**config.mk**
```make
export PLATFORM = sky130hd
export DESIGN_NAME = sort_n_fsm_flat
export DESIGN_NICKNAME = d
export VERILOG_FILES = /design/src/rtl/sort_n_fsm_if.sv /design/src/rtl/sort_n_fsm.sv /design/src/flat_wrapper.sv
export SDC_FILE = /design/constraint.sdc
export NUM_CORES = 1
export LEC_CHECK = 0
export BUFFER_PORTS_ARGS = -buffer_cell sky130_fd_sc_hd__clkbuf_2
export CELL_PAD_IN_SITES_DETAIL_PLACEMENT = 1
export CELL_PAD_IN_SITES_GLOBAL_PLACEMENT = 2
export CORE_MARGIN = 3
export CORE_UTILIZATION = 31
export DETAILED_ROUTE_END_ITERATION = 10
export GPL_TIMING_DRIVEN = 0
export PLACE_DENSITY = 0.76
export SLEW_MARGIN = 5
export SYNTH_ARGS = -nofsm -noshare
export SYNTH_HDL_FRONTEND = slang
export SYNTH_SLANG_ARGS = --single-unit
```
**constraint.sdc**
```tcl
create_clock -name clk -period 2.3 [get_ports clk]
set_input_delay 0.46 -clock clk [delete_from_list [all_inputs] [get_ports clk]]
set_output_delay 0.46 -clock clk [all_outputs]
set_load 0.05 [all_outputs]
```
**src/rtl/sort_n_fsm_if.sv**
```systemverilog
// Handshake bundle for sort_n_fsm.
// The producer/consumer side uses the master modport. The sorter uses the slave modport.
interface sort_n_fsm_if #(
   parameter int W = 8,
   parameter int N = 8
);
   logic           in_valid;
   logic           in_ready;
   logic [N*W-1:0] in_data;
   logic           desc;
   logic           out_valid;
   logic           out_ready;
   logic [N*W-1:0] out_data;
   logic           busy;

   modport master (
      output in_valid, in_data, desc, out_ready,
      input  in_ready, out_valid, out_data, busy
   );

   modport slave (
      input  in_valid, in_data, desc, out_ready,
      output in_ready, out_valid, out_data, busy
   );
endinterface

```
**src/rtl/sort_n_fsm.sv**
```systemverilog
// Iterative odd-even transposition sorter for N unsigned W-bit lanes.
// Each clock in SORT performs one compare-exchange phase on a single register bank.
// Optional macro SORT_EARLY_EXIT_EN: the sort finishes early once two consecutive
// phases make no swap.
module sort_n_fsm #(
   parameter int W  = 8,
   parameter int N  = 8,
   parameter int CW = $clog2(N+1)
) (
   input  logic        clk,
   input  logic        rst_n,
   sort_n_fsm_if.slave bus
);

   localparam logic [1:0]    IDLE = 2'd0;
   localparam logic [1:0]    SORT = 2'd1;
   localparam logic [1:0]    DONE = 2'd2;
   localparam logic [CW-1:0] LAST = CW'(N-1);

   logic [1:0]     state_q, state_d;
   logic [W-1:0]   bank_q [N];
   logic [W-1:0]   bank_d [N];
   logic [CW-1:0]  cnt_q, cnt_d;
   logic           desc_q, desc_d;
   logic [N*W-1:0] out_data_q, out_data_d;

   logic [W-1:0]   phase_bank [N];
   logic [N*W-1:0] phase_flat;
   logic           swap;
   logic           exit_now;

   // One compare-exchange phase: even counter pairs (0,1),(2,3)..; odd counter pairs (1,2),(3,4)..
   always_comb begin
      phase_bank = bank_q;
      swap       = 1'b0;
      for (int i = 0; i < N-1; i++) begin
         if (i[0] == cnt_q[0]) begin
            if (desc_q ? (bank_q[i] < bank_q[i+1]) : (bank_q[i] > bank_q[i+1])) begin
               phase_bank[i]   = bank_q[i+1];
               phase_bank[i+1] = bank_q[i];
               swap            = 1'b1;
            end
         end
      end
   end

   // Flatten the post-phase bank into the output lane packing
   always_comb begin
      phase_flat = '0;
      for (int k = 0; k < N; k++) begin
         phase_flat[k*W +: W] = phase_bank[k];
      end
   end

`ifdef SORT_EARLY_EXIT_EN
   logic noswap_q, noswap_d;

   // Two swap-free phases in a row (both parities clean) mean the bank is fully sorted
   assign exit_now = (cnt_q == LAST) | (~swap & noswap_q);

   // Track whether the previous phase was swap-free; cleared on every accept
   always_comb begin
      noswap_d = noswap_q;
      if (state_q == IDLE && bus.in_valid) begin
         noswap_d = 1'b0;
      end else if (state_q == SORT) begin
         noswap_d = ~swap;
      end
   end

   // Previous-phase swap flag register
   always_ff @(posedge clk or negedge rst_n) begin
      if (!rst_n) noswap_q <= 1'b0;
      else        noswap_q <= noswap_d;
   end
`else
   assign exit_now = (cnt_q == LAST);
`endif

   // Next-state logic: in_data is read only on an accept, so no other cycle can latch it
   always_comb begin
      state_d    = state_q;
      bank_d     = bank_q;
      cnt_d      = cnt_q;
      desc_d     = desc_q;
      out_data_d = out_data_q;
      case (state_q)
         IDLE: begin
            if (bus.in_valid) begin
               state_d = SORT;
               for (int k = 0; k < N; k++) begin
                  bank_d[k] = bus.in_data[k*W +: W];
               end
               desc_d = bus.desc;
               cnt_d  = '0;
            end
         end
         SORT: begin
            bank_d = phase_bank;
            cnt_d  = cnt_q + 1'b1;
            if (exit_now) begin
               state_d    = DONE;
               out_data_d = phase_flat;
            end
         end
         DONE: begin
            if (bus.out_ready) state_d = IDLE;
         end
         default: state_d = IDLE;
      endcase
   end

   // State, bank and output registers; reset abandons any vector in flight
   always_ff @(posedge clk or negedge rst_n) begin
      if (!rst_n) begin
         state_q    <= IDLE;
         bank_q     <= '{default: '0};
         cnt_q      <= '0;
         desc_q     <= 1'b0;
         out_data_q <= '0;
      end else begin
         state_q    <= state_d;
         bank_q     <= bank_d;
         cnt_q      <= cnt_d;
         desc_q     <= desc_d;
         out_data_q <= out_data_d;
      end
   end

   assign bus.in_ready  = (state_q == IDLE);
   assign bus.busy      = (state_q != IDLE);
   assign bus.out_valid = (state_q == DONE);
   assign bus.out_data  = out_data_q;

endmodule
```
**src/flat_wrapper.sv**
```systemverilog
// flat-port wrapper written by rule: the top's interface ports become plain ports
module sort_n_fsm_flat 
#(
   parameter int W  = 8,
   parameter int N  = 8,
   parameter int CW = $clog2(N+1)
)
  (clk, rst_n, bus_in_valid, bus_in_data, bus_desc, bus_out_ready, bus_in_ready, bus_out_valid, bus_out_data, bus_busy);
  sort_n_fsm_if #(.W(W), .N(N)) bus_i ();
  input  logic clk;
  input  logic rst_n;
  input wire logic [$bits(bus_i.in_valid)-1:0] bus_in_valid;
  input wire logic [$bits(bus_i.in_data)-1:0] bus_in_data;
  input wire logic [$bits(bus_i.desc)-1:0] bus_desc;
  input wire logic [$bits(bus_i.out_ready)-1:0] bus_out_ready;
  output wire logic [$bits(bus_i.in_ready)-1:0] bus_in_ready;
  output wire logic [$bits(bus_i.out_valid)-1:0] bus_out_valid;
  output wire logic [$bits(bus_i.out_data)-1:0] bus_out_data;
  output wire logic [$bits(bus_i.busy)-1:0] bus_busy;
  assign bus_i.in_valid = bus_in_valid;
  assign bus_i.in_data = bus_in_data;
  assign bus_i.desc = bus_desc;
  assign bus_i.out_ready = bus_out_ready;
  assign bus_in_ready = bus_i.in_ready;
  assign bus_out_valid = bus_i.out_valid;
  assign bus_out_data = bus_i.out_data;
  assign bus_busy = bus_i.busy;
  sort_n_fsm #(.W(W), .N(N), .CW(CW)) u_core (.clk(clk), .rst_n(rst_n), .bus(bus_i));
endmodule
```
Word level (Yosys, flattened, before mapping)
Index checks and enable logic that the tools add are counted.
Widths: inputs -> output; s select.
{ "word_totals": {"ff_bits": 135, "inputBits": 69, "output_inout_bits": 67, "wordCells": 69} }
{ "op_classes": {"addsub": 1, "n_lt_le_gt_ge": 14, "eq_ne": 6, "mux": 29, "n_reduce_logical": 7} }
{ "ops": {"columns": ["op", "n"], "rows": [
  ["$mux 16", 14],
  ["$pmux 64 s2", 1],
  ["$mux 64", 1],
  ["$gt 8x8->1", 7],
  ["$lt 8x8->1", 7],
  ["$pmux 4 s2", 1],
  ["$mux 1", 7],
  ["$mux 2", 3],
  ["$pmux 2 s3", 1],
  ["$reduce_and 2->1", 3],
  ["$add 4x1->4 const B", 1],
  ["$eq 4x3->1 const B", 1],
  ["$mux 4", 1],
  ["$ne 2x2->1 const B", 2],
  ["$reduce_bool 2->1", 2],
  ["$reduce_and 3->1", 1],
  ["$eq 2x1->1 const B", 1],
  ["$eq 2x2->1 const B", 1],
  ["$logic_not 2->1", 1],
  ["$ne 2x1->1 const B", 1]
]} }

Logic depth before layout (Yosys ltp)
Gate-level depths: netlist of run 1.
{ "depth": {"ltp_word": 17, "depth_mapped": 11, "ltp_nobuf": 9} }

Worst setup path after synthesis of run 1
OpenSTA, ideal clock, no wires.
{ "synth_path": {"path_kind": "register -> register", "from": "register u_core.state_q[0]", "to": "register u_core.bank_q[58] in the netlist's numbering", "t_arrival_ps": 2235, "setup_slack_ps": -61, "path_stages_with_launch": 7, "n_path_buf": 1, "synth_period_minus_slack_ps": 2361, "cell_sequence": "dfrtp_1 nor2_1 and2_1 buf_2 nor2_1 a21o_1 a221o_1"} }
{ "synth_between": {"elab_chain_cells": 3, "elab_cells_between_ends": 6, "classes_between": "eq/ne: 2; mux: 1; reduce/logical: 3"} }
{ "synth_lines": {"columns": ["item", "line", "text"], "rows": [
  ["from (decl)", "sort_n_fsm.sv:20", "logic [1:0] state_q, state_d;"],
  ["from (signal assigned)", "sort_n_fsm.sv:122", "state_q <= state_d;"],
  ["$logic_not 2->1 (*)", null, null],
  ["via bus_in_ready", "flat_wrapper.sv:16", "output wire logic [$bits(bus_i.in_ready)-1:0] bus_in_ready;"],
  ["$ne 2x2->1 (no line) / $reduce_bool 2->1 (equally long branches)", null, null],
  ["$reduce_and 2->1 (no line)", null, null],
  ["to (signal assigned)", "sort_n_fsm.sv:123", "bank_q <= bank_d;"],
  ["to (decl)", "sort_n_fsm.sv:21", "logic [W-1:0] bank_q [N];"]
]} }
Mark *: on every way through the listed nets, which the timed path passes. The rest lies on a longest branch.
A chain may end at the register's enable or synchronous reset.

Final worst setup path of run 1
{ "layout_path": {"from": "register u_core.bank_q[49] in the netlist's numbering", "to": "register u_core.bank_q[40] in the netlist's numbering"} }
{ "layout_between": {"elab_chain_cells": 7, "elab_cells_between_ends": 8, "classes_between": "order compare: 2; mux: 6"} }
{ "layout_lines": {"columns": ["item", "line", "text"], "rows": [
  ["$gt 8x8->1 / $lt 8x8->1 (equally long branches)", "sort_n_fsm.sv:38", "if (desc_q ? (bank_q[i] < bank_q[i+1]) : (bank_q[i] > bank_q[i+1])) begin"],
  ["$mux 1 (*)", "sort_n_fsm.sv:38", null],
  ["$mux 16 (*)", "sort_n_fsm.sv:38", null],
  ["$mux 16 (*)", "sort_n_fsm.sv:37", "if (i[0] == cnt_q[0]) begin"],
  ["$mux 16", "sort_n_fsm.sv:38", null],
  ["$mux 16 (*)", "sort_n_fsm.sv:37", null],
  ["$pmux 64 s2 (*)", "sort_n_fsm.sv:87", "case (state_q)"]
]} }
Mark *: on every way between the ends. The rest lies on a longest branch, timed or not.

==> flow_summary.yaml, run 1 <==
drt:
  drt_pass1_iterations: 5
  vias: 9072
  drtIter0Drc: 658
  wl_mm: 39.1
  ant_nets: 0
  vias_per_cell: 5.71
  avgRoutedWirePerCell_um: 24.6
  drt_drc_violations_left: 0
timing:
  rsz0062_at_grt: "yes"
  setup_viol: 111
  hold_viol: 0
  finClkSkew_ns: 0.0105
  final.period_utilization: 1.14
  slew_viol_final: 0
  max_freq_mhz: 382
  fin_ws_ns: -0.321
  finalCriticalPeriod_ns: 2.62
  tightest_slew_ns: 0.858
  slew_headroom: 0.428
floorplan:
  die-width_um: 170
  ioPinCount: 136
  num_rows: 59
  start_util: 0.317
  die-area_um2: 28800
  core_area_um2: 26200
  fp.dieH_um: 170
setup_path:
  criticalPathCategory: "register to register"
  path_max_fanout: 7
  cp_slowest_stage_delay_ns: 0.46
  endpoint_kind: "register"
  path_cells: "buf_12, ha_4, nor2b_4, o211ai_1, buf_4, a21oi_4, o311ai_4, buf_6, o21ai_2, o22ai_2, o21ai_1"
  arrival_ns: 2.90
  critical_path_required_ns: 2.58
  rrSetupSlack_ns: -0.32
  cp_num_buf_inv: 3
  critPathTopFamily: "compound AO/OA/AOI/OAI gates"
  cp_slowest_cell: "dfrtp_2"
  critPathLaunchType: "register"
yosys:
  synth_cells: 957
  syn_area_um2: 8300
  synth_edf_count: 0
  synthTopCellsByArea: "dfrtp_1 41%, ha_1 8.6%, a21oi_1 6.0%"
  ys_seq_elements: 135
  yosysWarningCount: 0
  synth_ff_type: "dfrtp_1"
  async_flop_share: 1.00
  syn-num-nets: 1083
  synth_area_per_cell_um2: 8.67
  synthTopCellsByCount: "135 x dfrtp_1, 100 x a21oi_1, 99 x o21ai_0"
  synth_top_area_share: 0.407
  yosysMostFrequentCell: "dfrtp_1"
  synth-seq-area-share: 0.407
  synth_cell_types: 53
  synth.largest_area_cell: "dfrtp_1"
global_routing:
  gr-total-overflow: 0
  grt_pass1_vias: 9092
  grt_max_degree: 99
  grt_antenna_before_repair: 0
  track_usage: 0.256
  grt_pass1_wl_mm: 56.2
placed_design:
  dp_hpwl_mm: 25.4
  place_inst: 1428
  detailed_place.area_um2: 9430
  numPortBuffers: 135
  gp_congestion: 0.872
clock_network:
  clockBufferDepth: 2
  clk_latency_ns: 0.43
  cts_inserted_buffers: 17
  clock_sinks: 135
  cts_root_buf: "clkbuf_16"
  clk_pin_slew_ns: 0.07
  htree_num_levels: 4
  cts_tree: "yes"
final_layout:
  drive_above_1_share: 0.484
  fill_cells: 2965
  stdcell_count: 1589
  synthToLayoutAreaGrowth_pct: 54.9
  fin_nets: 1368
  antenna_cells: 0
  final_core_util: 0.491
  final_area_um2: 12900
run:
  maxCapViolCount: 0
outcome:
  violations: "setup timing"
  status: "finished with violations"
min_path:
  hold_class: "input pin to register"
-- repair_timing --
action	in CTS	in global routing
hold buffers	1	0
setup buffers	74	50
cloned	7	3
endpoints found under the setup margin	131	132
hold endpoints to repair	37	0
resized for setup	263	215
pin swaps	62	66
-- final timing paths --
path                                    startpoint                      end  cells after the start
setup / recovery                 u_core.bank_q[49]        u_core.bank_q[40]                     11
hold / removal                     bus_in_data[61]         u_core.bank_q[5]                      3
setup reg to reg                 u_core.bank_q[49]        u_core.bank_q[40]                     11
hold reg to reg            u_core.bus.out_data[50]  u_core.bus.out_data[50]                      2
max in group asynchronous                    rst_n        u_core.bank_q[12]                      3
min in group asynchronous                    rst_n  u_core.bus.out_data[31]                      2
-- cell usage in the layout (no fill, tap or decap), types with 8 or more instances in the layout --
cell type,synthesis,final
buf_6,3,25
o211ai_1,20,20
a21oi_2,0,34
nor2_1,94,83
dfrtp_2,0,47
mux2i_4,0,27
inv_2,0,23
nor2b_4,1,8
buf_12,0,12
o31ai_1,19,11
nand4_1,12,12
inv_1,61,35
a32o_2,1,9
clkbuf_2,1,149
and3_1,13,8
mux2i_1,46,13
buf_4,3,100
nand2_1,87,86
clkbuf_1,37,18
ha_1,57,33
o21ai_0,99,32
nor3_1,25,22
clkbuf_16,0,19
ha_4,0,23
dfrtp_1,135,88
a21oi_1,100,62
o21ai_1,11,53
o21ai_2,1,25
-- cell type report --
| type | instances | area (um2) | area share |
|---|---|---|---|
| plain buffers | 57 | 420 | 0.0327 |
| clock buffers | 19 | 443 | 0.0345 |
| clock inverters | 12 | 176 | 0.0137 |
| inverters | 61 | 236 | 0.0184 |
| multi-input cells | 703 | 5790 | 0.450 |
| flip-flops and latches | 135 | 3440 | 0.267 |
| well taps | 335 | 419 | 0.0326 |
| repair buffers | 267 | 1930 | 0.150 |
-- per-layer routing --
metal / GRT usage / up-vias / part of all wire
li1: - / 4036 / -
met1: 0.350 / 4632 / 0.43
met2: 0.423 / 336 / 0.49
met3: 0.0419 / 68 / 0.054
met4: 0.0629 / 0 / 0.026
met5: 0 / - / 0
-- stage by stage --
step / hold WS [ns] / setup slack [ns] / setup TNS (ns)
6_report: 0.242 / -0.321 / -12.39
5_1_grt: 0.258 / -0.388 / -21.26
4_1_cts: 0.234 / -0.0898 / -2.34
3_5_place_dp: 0.413 / -0.779 / -64.21
3_3_place_gp: 0.464 / -1.83 / -301.84
2_1_floorplan: 0.164 / 0.0473 / 0
-- logic make-up (layout without fill, tap and decap cells) --
| family | Yosys count | in the layout | share of synthesized area |
|---|---|---|---|
| buffers and inverters | 120 | 416 | 0.0603 |
| and+or+nand+nor | 268 | 268 | 0.145 |
| adders and majority gates | 57 | 57 | 0.0859 |
| DFF | 135 | 135 | 0.407 |
| muxes | 46 | 46 | 0.0555 |
| AOI/OAI and AO/OA | 330 | 331 | 0.245 |
| xor gates and xnor gates | 1 | 1 | 0.00106 |
-- worst register-to-register path, cell delays in order (launching register included) --
cell,delay (ns)
dfrtp_2,0.46
buf_12,0.15
ha_4,0.21
nor2b_4,0.12
o211ai_1,0.32
buf_4,0.19
a21oi_4,0.05
o311ai_4,0.39
buf_6,0.22
o21ai_2,0.06
o22ai_2,0.22
o21ai_1,0.10
-- registers in the layout (all words and copies together), names as in the netlist --
register,flops
u_core.bank_q,64
u_core.bus.out_data,64
u_core.cnt_q,4
u_core.desc_q,1
u_core.state_q,2
Power of run 1 is left out: the tool's default activity adds up to more than one toggle a clock period on the data nets, which glitch-free logic cannot reach.
==> run 2, diff against run 1 <==
--- a/config.mk
+++ b/config.mk
@@ -10,3 +10,2 @@
 export CELL_PAD_IN_SITES_GLOBAL_PLACEMENT = 2
-export CORE_MARGIN = 3
 export CORE_UTILIZATION = 31
==> constraint.sdc (replaced) <==
create_clock -name clk -period 2.3 [get_ports clk]
set_input_delay 0.115 -clock clk [delete_from_list [all_inputs] [get_ports clk]]
set_output_delay 0.115 -clock clk [all_outputs]
set_load 0.05 [all_outputs]
==> run 2 against run 1 <==
  * The flow finishes with violations (DRC, hold timing, setup timing)
  * Worst hold slack lost 0.25 ns
  * Critical path depth grew 1
  * Wire length shrank 2.9%
  * Cell count grew 0.76%
  * First-iteration DRC count shrank 9.6%
  * Fmax grew 6.3%
  * Register-to-register slack gained 0.15 ns
  * Largest cell class unchanged
  * Design area shrank 1.1%
  * Utilization shrank 0.39 points
  * Die area shrank 4.7%
  * Worst setup slack gained 0.15 ns
  * Highest routed layer unchanged
==> flow_summary.yaml, run 2 (synthesis results as in run 1) <==
clock_network:
  clock_sinks: 135
  clockBufferDepth: 2
  cts_root_buf: "clkbuf_16"
  cts_inserted_buffers: 17
  htree_num_levels: 4
  cts_tree: "yes"
  clk_pin_slew_ns: 0.06
  clk_latency_ns: 0.44
final_layout:
  mostFrequentLayoutCells: "147 x clkbuf_2, 88 x dfrtp_1, 87 x nand2_1"
  synthToLayoutAreaGrowth_pct: 53.2
  drive_above_1_share: 0.432
  stdcell_count: 1601
  fin_nets: 1382
  final_common_cell: "clkbuf_2"
  antenna_cells: 0
timing:
  hold_ws_ns: -0.00835
  slew_headroom: 0.394
  final.period_utilization: 1.07
  slew_viol_final: 0
  rsz0062_at_grt: "yes"
  finClkSkew_ns: 0.0134
  hold_viol: 1
  setup_viol: 124
  finalCriticalPeriod_ns: 2.47
  max_freq_mhz: 406
  fin_ws_ns: -0.166
  tightest_slew_ns: 0.909
placed_design:
  dp_hpwl_mm: 25.1
  numPortBuffers: 135
  gp_congestion: 0.886
  place_inst: 1428
setup_path:
  critical_path_required_ns: 2.65
  arrival_ns: 2.81
  critPathLaunchType: "register"
  path_max_fanout: 5
  endpoint_kind: "register"
  criticalPathCategory: "register to register"
global_routing:
  grt_pass1_wl_mm: 54.4
  gr-total-overflow: 0
  grt_pass1_vias: 9136
  grt_max_degree: 86
  track_usage: 0.262
  grt_antenna_before_repair: 0
min_path:
  hold_class: "input pin to register"
floorplan:
  die-area_um2: 27400
  ioPinCount: 136
  start_util: 0.318
  core_area_um2: 26100
  fp.dieH_um: 166
  num_rows: 59
  die-width_um: 166
run:
  maxCapViolCount: 0
drt:
  vias_per_cell: 5.59
  ant_nets: 0
  drtIter0Drc: 595
  avgRoutedWirePerCell_um: 23.7
  drt_drc_violations_left: 22
  vias: 8952
  wl_mm: 38.0
  drt_pass1_iterations: 8
outcome:
  status: "finished with violations"
  violations: "DRC, hold timing, setup timing"
==> run 2: critical path, cell delays in order, from the launching register on <==
cell	delay, ns
dfrtp_2	0.40
inv_2	0.10
ha_4	0.27
nand4_1	0.16
buf_4	0.19
a21oi_4	0.13
a32o_2	0.26
buf_6	0.12
nor2_4	0.04
buf_6	0.12
buf_6	0.10
a32o_2	0.29
o22ai_1	0.17
==> run 2: timing repair <==
action                                  4_1_cts  5_1_grt
cloned                                        4        4
gates resized for setup                     231      209
endpoints found under the setup margin      131      131
hold buffers                                 42        0
buffers inserted                             63       35
hold endpoints to repair                     91        0
pin swaps                                    41       80
==> run 2: worst paths after layout <==
path | startpoint | end | slack (ns) | cells past startpoint
worst max-delay path | u_core.bank_q[14] | u_core.bank_q[23] | -0.17 | 12
worst max register to register | u_core.bank_q[14] | u_core.bank_q[23] | -0.17 | 12
worst min register to register | u_core.bus.out_data[5] | u_core.bus.out_data[5] | 0.48 | 2
worst min-delay path | bus_in_data[42] | u_core.bank_q[18] | -0.008 | 3
min in group asynchronous | rst_n | u_core.bus.out_data[17] | 0.20 | 2
max in group asynchronous | rst_n | u_core.bank_q[22] | 1.25 | 3
==> run 2: layout make-up <==
type | instances | area (um2)
Sequential cell | 135 | 3440
Buffer | 56 | 418
Clock inverter | 11 | 63.8
Tap cell | 335 | 419
Inverter | 61 | 239
Fill cell | 2983 | 13400
Multi-Input combinational cell | 702 | 5580
Timing Repair Buffer | 283 | 2130
Clock buffer | 18 | 429
==> run 2: through the flow <==
stage | setup slack [ns] | area, um2 | setup TNS [ns] | util
after global routing | -0.245 | 12700 | -19.69 | 0.487
final | -0.166 | 12700 | -10.56 | 0.487
after CTS | -0.0630 | 11600 | -0.929 | 0.442
after floorplan | 0.0473 | 8300 | 0 | -
after detailed placement | -0.799 | 9430 | -62.43 | 0.361
after global placement | -1.46 | 9400 | -252.82 | 0.360
==> run 2: routing by layer <==
metal / vias to the layer above / global-route usage / wire, um
met5: - / 0 / 0
met3: 73 / 0.0516 / 1960
met4: 0 / 0.105 / 1160
met2: 280 / 0.426 / 18700
li1: 4054 / - / -
met1: 4545 / 0.343 / 16200
Power of run 2 is left out for the same reason.
